### config.mk
export PLATFORM = sky130hd
export DESIGN_NAME = rr_mux_arbiter
export DESIGN_NICKNAME = d
export VERILOG_FILES = /design/src/rtl/rr_arb_pkg.sv /design/src/rtl/rr_priority_pick.sv /design/src/rtl/rr_mux_arbiter.sv
export SDC_FILE = /design/constraint.sdc
export NUM_CORES = 1
export LEC_CHECK = 0
export CELL_PAD_IN_SITES_DETAIL_PLACEMENT = 0
export CELL_PAD_IN_SITES_GLOBAL_PLACEMENT = 1
export CORE_UTILIZATION = 26
export CTS_CLUSTER_DIAMETER = 120
export DETAILED_ROUTE_END_ITERATION = 6
export PLACE_DENSITY_LB_ADDON = 0.1
export SLEW_MARGIN = 20
export SYNTH_ARGS = -nofsm -noshare
export SYNTH_HDL_FRONTEND = slang
export SYNTH_HIERARCHICAL = 1
export SYNTH_SLANG_ARGS = --single-unit
### constraint.sdc
create_clock -name clk -period 2.8 [get_ports clk]
set_input_delay 0.7 -clock clk [delete_from_list [all_inputs] [get_ports clk]]
set_output_delay 0.7 -clock clk [all_outputs]
set_load 0.01 [all_outputs]
### src/rtl/rr_arb_pkg.sv
// Shared types and default sizing for the round-robin mux arbiter family.
package rr_arb_pkg;

  typedef enum logic {
    ARB_EMPTY = 1'b0,
    ARB_FULL  = 1'b1
  } arb_state_t;

  localparam int DEF_WIDTH   = 8;
  localparam int DEF_NUM_REQ = 4;

endpackage

### src/rtl/rr_priority_pick.sv
// Combinational rotate-and-find-first: returns the first set bit of req at or
// after index start, wrapping past N-1 back to 0.
module rr_priority_pick #(
  parameter  int N  = 4,
  localparam int IW = $clog2(N)
) (
  input  logic [N-1:0]  req,
  input  logic [IW-1:0] start,
  output logic          found,
  output logic [IW-1:0] idx
);

  int unsigned cand;

  // Scan farthest-first so the nearest hit to start is the last one written.
  always_comb begin
    found = 1'b0;
    idx   = '0;
    cand  = 0;
    for (int i = N - 1; i >= 0; i--) begin
      cand = int'(start) + i;
      if (cand >= N) cand = cand - N;
      if (req[cand[IW-1:0]]) begin
        found = 1'b1;
        idx   = cand[IW-1:0];
      end
    end
  end

endmodule

### src/rtl/rr_mux_arbiter.sv
// Round-robin arbiter feeding a single-entry registered output stage.
// Optional burst locking on in_last is enabled by defining ARB_LOCK_EN.
module rr_mux_arbiter
  import rr_arb_pkg::*;
#(
  parameter  int WIDTH     = DEF_WIDTH,
  parameter  int NUM_REQ   = DEF_NUM_REQ,
  localparam int SEL_WIDTH = $clog2(NUM_REQ)
) (
  input  logic                     clk,
  input  logic                     rst,
  input  logic [NUM_REQ-1:0]       in_valid,
  input  logic [NUM_REQ*WIDTH-1:0] in_data,
  input  logic [NUM_REQ-1:0]       in_last,
  output logic [NUM_REQ-1:0]       in_ready,
  output logic                     out_valid,
  output logic [WIDTH-1:0]         out_data,
  output logic [SEL_WIDTH-1:0]     out_sel,
  input  logic                     out_ready
);

  localparam logic [SEL_WIDTH-1:0] LAST_IDX = SEL_WIDTH'(NUM_REQ - 1);

  arb_state_t           state_q, state_d;
  logic [WIDTH-1:0]     data_q, data_d;
  logic [SEL_WIDTH-1:0] sel_q, sel_d;
  logic [SEL_WIDTH-1:0] last_grant_q, last_grant_d;
  logic [SEL_WIDTH-1:0] start, pick_idx, g;
  logic                 pick_found, found, load, xfer;
  logic [WIDTH-1:0]     req_data [NUM_REQ];

  for (genvar i = 0; i < NUM_REQ; i++) begin : g_unpack
    assign req_data[i] = in_data[i*WIDTH +: WIDTH];
  end

  assign start = (last_grant_q == LAST_IDX) ? '0 : last_grant_q + 1'b1;

  rr_priority_pick #(.N(NUM_REQ)) u_pick (
    .req   (in_valid),
    .start (start),
    .found (pick_found),
    .idx   (pick_idx)
  );

`ifdef ARB_LOCK_EN
  logic                 lock_q, lock_d;
  logic [SEL_WIDTH-1:0] lock_id_q, lock_id_d;

  // A locked channel is reserved for lock_id even while it has nothing to send.
  assign found = lock_q | pick_found;
  assign g     = lock_q ? lock_id_q : pick_idx;

  always_comb begin
    lock_d    = lock_q;
    lock_id_d = lock_id_q;
    if (xfer) begin
      lock_d    = ~in_last[g];
      lock_id_d = g;
    end
  end

  always_ff @(posedge clk) begin
    if (rst) begin
      lock_q    <= 1'b0;
      lock_id_q <= '0;
    end else begin
      lock_q    <= lock_d;
      lock_id_q <= lock_id_d;
    end
  end
`else
  logic unused_last;
  assign unused_last = ^in_last;
  assign found       = pick_found;
  assign g           = pick_idx;
`endif

  assign load = (state_q == ARB_EMPTY) || (out_ready && state_q == ARB_FULL);

  always_comb begin
    in_ready = '0;
    if (load && found && !rst) in_ready[g] = 1'b1;
  end

  assign xfer = in_valid[g] & in_ready[g];

  always_comb begin
    state_d      = state_q;
    data_d       = data_q;
    sel_d        = sel_q;
    last_grant_d = last_grant_q;
    if (xfer) begin
      state_d      = ARB_FULL;
      data_d       = req_data[g];
      sel_d        = g;
      last_grant_d = g;
    end else if (state_q == ARB_FULL && out_ready) begin
      state_d = ARB_EMPTY;
    end
  end

  always_ff @(posedge clk) begin
    if (rst) begin
      state_q      <= ARB_EMPTY;
      data_q       <= '0;
      sel_q        <= '0;
      last_grant_q <= LAST_IDX;
    end else begin
      state_q      <= state_d;
      data_q       <= data_d;
      sel_q        <= sel_d;
      last_grant_q <= last_grant_d;
    end
  end

  assign out_valid = (state_q == ARB_FULL);
  assign out_data  = data_q;
  assign out_sel   = sel_q;

  a_hold_stable : assert property (@(posedge clk) disable iff (rst)
    (out_valid && !out_ready) |=> ($stable(out_data) && $stable(out_sel)));

endmodule

Yosys cells after proc, flatten, opt, wreduce, memory -nomap -nowiden. Index checks and enable logic that the tools add are counted.

Logic and storage cells: 67. Input bits: 43. Output and inout bits: 15. Register bits after elaboration: 13.

Bitwise operators: 3. Reduce and logical (&&, ||, !) cells: 7. Add/sub/neg operators: 8. Multiplexer cells: 33. Equality and inequality tests: 1. Magnitude comparators: 11.

Operators with widths (number): 2-bit two-way mux (9); 8-bit binary-select mux with 2-bit select (1); 8-bit two-way mux (2); 2-bit by 3-bit < comparator with 1-bit output, second input constant (5); 1-bit two-way mux (13); 1-bit binary-select mux with 2-bit select (6); 3-bit greater-or-equal comparator, second input constant (4); 2-bit by 1-bit subtractor with 2-bit output, second input constant (4); 2-bit by 2-bit adder with 3-bit output, second input constant (2); 1-bit logical AND (4); 4-bit two-way mux (1); 2-bit by 1-bit adder with 3-bit output, second input constant (1); 2-bit by 3-bit greater-or-equal comparator with 1-bit output, second input constant (1); 2-bit inverter with 3-bit output (1); 2-bit by 1-bit adder with 2-bit output, second input constant (1); 1-bit demux with 2-bit select (1); 2-bit == test, second input constant (1); 2-bit by 1-bit greater-or-equal comparator with 1-bit output, second input constant (1); 2-bit nonzero test (1); 1-bit AND (1); 1-bit logical NOT (1); 1-bit logical OR (1); 1-bit inverter (1).

Logic depth before layout (Yosys ltp).
Depth after elaboration: 20. Mapped depth: 9. Mapped depth without buffers: 8.

Cells and area by module. Netlist, hierarchy kept.

By module, submodules not included: rr_mux_arbiter (times used 1, cells each 64, seq. area each 260.2 µm², area each 834.6 µm²); rr_priority_pick (times used 1, cells each 13, seq. area each 0.0 µm², area each 77.6 µm²).

Least setup slack after synthesis. Ideal clock, no wire load.

Kind: input port to output port. Start: input in_valid[1]. End: output in_ready[2]. Path buffers: 1. Stages: 5. Required time: 2.100 ns. Slack: 0.227 ns. Data arrival time: 1.873 ns. Cell sequence: nor3b_1 a211oi_1 nor2_1 clkbuf_1 nor3b_1.

Cells in the longest elaborated chain, start to end: 11. Elaborated cells on any way between the ends: 24. Those cells by class: 2 x order compare; 19 x mux; 3 x reduce/logical.

Ends and longest elaborated chain: start: declaration (RTL line rr_mux_arbiter.sv:12) `input logic [NUM_REQ-1:0] in_valid,`; 1-bit binary-select mux with 2-bit select (RTL line rr_priority_pick.sv:23) `if (req[cand[IW-1:0]]) begin`; 1-bit two-way mux (implied by the code) (RTL line rr_priority_pick.sv:23); 2-bit two-way mux (3 in a row) (RTL line rr_priority_pick.sv:23); 2-bit two-way mux (*) (RTL line rr_priority_pick.sv:23); via g[1] (RTL line rr_mux_arbiter.sv:28) `logic [SEL_WIDTH-1:0] start, pick_idx, g;`; 2-bit by 3-bit < comparator with 1-bit output (implied by the code) / 2-bit by 1-bit greater-or-equal comparator with 1-bit output (equally long branches) (RTL line rr_mux_arbiter.sv:82) `if (load && found && !rst) in_ready[g] = 1'b1;`; 1-bit logical AND (implied by the code) (RTL line rr_mux_arbiter.sv:82); 1-bit two-way mux (implied by the code) (RTL line rr_mux_arbiter.sv:82); 1-bit demux with 2-bit select (*) (RTL line rr_mux_arbiter.sv:82); 4-bit two-way mux (*) (RTL line rr_mux_arbiter.sv:82); end: declaration (RTL line rr_mux_arbiter.sv:15) `output logic [NUM_REQ-1:0] in_ready,`.

The timed path passes the listed nets; every way through them passes the cells marked *. The select of a mux whose other input is x is not followed.

Final worst setup path.
Start: input in_valid[0]. End: register data_q[3], in the netlist out_data[3].

Cells in the longest elaborated chain, start to end: 14. Elaborated cells on any way between the ends: 33. Those cells by class: 2 x order compare; 26 x mux; 2 x bitwise; 3 x reduce/logical.

Ends and longest elaborated chain: 1-bit binary-select mux with 2-bit select (RTL line rr_priority_pick.sv:23); 1-bit two-way mux (implied by the code) (RTL line rr_priority_pick.sv:23); 2-bit two-way mux (3 in a row) (RTL line rr_priority_pick.sv:23); 2-bit two-way mux (*) (RTL line rr_priority_pick.sv:23); via g[0] (RTL line rr_mux_arbiter.sv:28); 2-bit by 3-bit < comparator with 1-bit output (implied by the code) / 2-bit by 1-bit greater-or-equal comparator with 1-bit output (equally long branches) (RTL line rr_mux_arbiter.sv:82); 1-bit logical AND (implied by the code) (RTL line rr_mux_arbiter.sv:82); 1-bit two-way mux (implied by the code) (RTL line rr_mux_arbiter.sv:82); 1-bit demux with 2-bit select (RTL line rr_mux_arbiter.sv:82); 4-bit two-way mux (RTL line rr_mux_arbiter.sv:82); 1-bit binary-select mux with 2-bit select (RTL line rr_mux_arbiter.sv:85) `assign xfer = in_valid[g] & in_ready[g];`; 1-bit two-way mux (implied by the code) (RTL line rr_mux_arbiter.sv:85); 1-bit AND (RTL line rr_mux_arbiter.sv:85); end signal: assignment (RTL line rr_mux_arbiter.sv:110) `data_q <= data_d;`; end: declaration (RTL line rr_mux_arbiter.sv:25) `logic [WIDTH-1:0] data_q, data_d;`.

Marked as above. A chain may end at the register's enable or synchronous reset.

==> metrics <==
status finished clean; Detailed Route Iter0 Violations 11; CTS Buffer Depth 2; Chip Width 61.2 um; first-pass GRT wire length 3510 um; via count 850; sequential area share after synthesis 28.5%; TritonCTS Sinks 13; Tightest Hold Check Type flip-flop to flip-flop; Overall Power 0.000821 W; cell with the most instances after synthesis dfxtp_1; DP Area 0.00157 sq mm; vias in the first global route 770; Yosys top cell area share 28.5%; H-Tree Depth 1; Critical Path Most Common Cell buf_4; drt drc 0; ANT cells 0; CTS hold repair buffers 0; die height 61.2 um; CP Cell Sequence clkdlybuf4s50_1, buf_4, a211oi_2, buf_4, buf_6, mux4_2, nand3_2, buf_12, mux2_2; CP Capture Type flip-flop; CTS buffer count 3; period utilization 98.4%; CTS tree yes; clk root buf clkbuf_4; Synth Cell Area roughly 910 sq um; clock-pin slew on the worst setup and hold paths 0.08 ns; boundary pin count 58; clk_skew 0.00300 ns; GPL Wtd Cong around 0.7; hold slack final 0.544 ns; DP HPWL 1900 um; CORE AREA 0.00334 sq mm; mean area per synthesized cell ~12 sq um; number of vias per cell 4.45; Syn Nets roughly 120; 1st-pass router iterations 2; crit path max fanout 9; top cells by count, synth dfxtp_1 (13), nor2b_1 (11), nor2_1 (9), mux2_4 (7), mux4_2 (5); Layout Nets 190; cell taking the most area after synthesis dfxtp_1; share of layout cells above drive strength 1 31.7%; site row count 21; final hold viol count 0; ys async rst share 0%; clock latency at the later pin of the worst-skew pair around 0.27 ns; fin area ~0.0016 sq mm; worst endpoint required time about 3.0 ns; layout overhead on the synthesized area 77.2%; delay of the slowest cell on the worst path a little over 0.5 ns; Max-Cap Viols 0; final slew viol count 0; port bufs 53; flops & latches, synth 13; fill count 340; leakage power 0.666 nW; Slew headroom about 83%; Routed WL 2460 um; Worst Hold Depth 2; final core utilization about half; initial antenna violation count 0; Starting Density roughly 27%; Reg2Reg Depth 10; final worst path period need ~2.8 ns; Top FF cell, synth dfxtp_1; Critical Path AT 2.92 ns; final setup violating endpoints 0; Ys Warns 6; Global Route Usage Sum 13.5%; fmax 363 MHz; largest net degree at the start of global routing 16; EDFF count, synth 0; routed len/inst 12.9 um; peak supply drop 155 uV; synth unique cells 23; Worst Max-Slew Pin Slew 0.250 ns; CP Class input pin to flip-flop; total grt overflow 0; Critical Path Start Type input pin; RSZ-0062 raised after global routing yes; Die ar. 0.00375 sq mm; Syn Inst Count 77; Power Dens Cells 508 mW/mm^2; largest cells by area after synthesis dfxtp_1 (29%), mux4_2 (12%), mux2_4 (12%); crit path max-delay cell type mux4_2; Antenna Nets Post-Route 0
==> cell type report <==
class                   count  area [sq um]  share of cell area (%)
clock buffers               4          26.3                    1.63
well taps                  46          57.6                    3.56
flip-flops and latches     13           260                    16.1
repair buffers             69           643                    39.8
multi-input cells          59           629                    38.9
==> cells in the final DEF (no fill, tap or decap), types with 2 or more instances in the layout <==
| master | synthesis | layout |
|---|---|---|
| nor2_1 | 9 | 7 |
| clkbuf_4 | 0 | 3 |
| buf_2 | 1 | 3 |
| nand2b_1 | 3 | 3 |
| mux4_1 | 4 | 4 |
| mux2i_1 | 3 | 3 |
| nand2_1 | 3 | 3 |
| mux2_4 | 7 | 7 |
| nor2_2 | 0 | 2 |
| buf_4 | 0 | 14 |
| mux2_2 | 3 | 3 |
| a211oi_2 | 1 | 2 |
| nor3b_1 | 3 | 2 |
| mux4_2 | 5 | 5 |
| nor2b_1 | 11 | 11 |
| dlygate4sd2_1 | 0 | 3 |
| clkdlybuf4s50_1 | 0 | 46 |
| dfxtp_1 | 13 | 13 |
==> registers in the layout, indices dropped and copies added (netlist names) <==
signal and flops:
last_grant_q 2, out_data 8, out_sel 2, out_valid 1
==> final timing paths <==
check                   from               to  slack (ns)
max              in_valid[0]      out_data[3]        0.05
min          last_grant_q[1]  last_grant_q[1]        0.54
max reg2reg  last_grant_q[1]      out_data[3]        0.20
min reg2reg  last_grant_q[1]  last_grant_q[1]        0.54
==> worst max-delay path, delay by kind of cell <==
| family | cells | cell delay (ns) |
|---|---|---|
| muxes | 2 | 0.84 |
| and+or+nand+nor | 1 | 0.12 |
| AOI/OAI and AO/OA | 1 | 0.24 |
| buffers and inverters | 5 | 1.01 |
==> metrics by stage <==
step / setup TNS (ns) / setup slack (ns) / instances
floorplan: 0 / 0.227 / 77
global route: -0.0277 / -0.00965 / 191
finish: 0 / 0.0454 / 191
global placement: -5.23 / -0.460 / 185
detailed placement: -5.61 / -0.521 / 185
CTS: 0 / 0.00979 / 191
==> logic make-up (layout without fill, tap and decap cells) <==
kind of cell,count (synthesis),count (layout),share of synthesized area [%]
adder cells (fa/ha/maj),1,1,1.37
flip-flops,13,13,28.5
multiplexers,22,22,42.4
AO/OA/AOI/OAI,4,4,3.29
AND/OR/NAND/NOR,32,32,19.6
buffers and inverters,5,73,4.80
==> timing repair <==
action,in CTS,in global routing
pin swaps,2,1
setup buffers,2,0
resized for setup,21,5
setup endpoints to repair,14,9
==> routing by layer <==
layer / wire length, um / global-route usage, % / vias up
met3: 152 / 3.36 / 2
met5: 0 / 0 / -
met1: 1080 / 16.2 / 400
met2: 1210 / 22.4 / 27
met4: 26 / 6.82 / 0
li1: - / - / 421
==> power breakdown <==
part / leakage (nW) / switching, W / internal (W) / total, W
clock: 0.0150 / 0.0000630 / 0.0000552 / 0.000118
combinational: 0.543 / 0.000161 / 0.000298 / 0.000459
sequential: 0.107 / 0.0000179 / 0.000226 / 0.000244
Power figures use the tool's default switching activity.
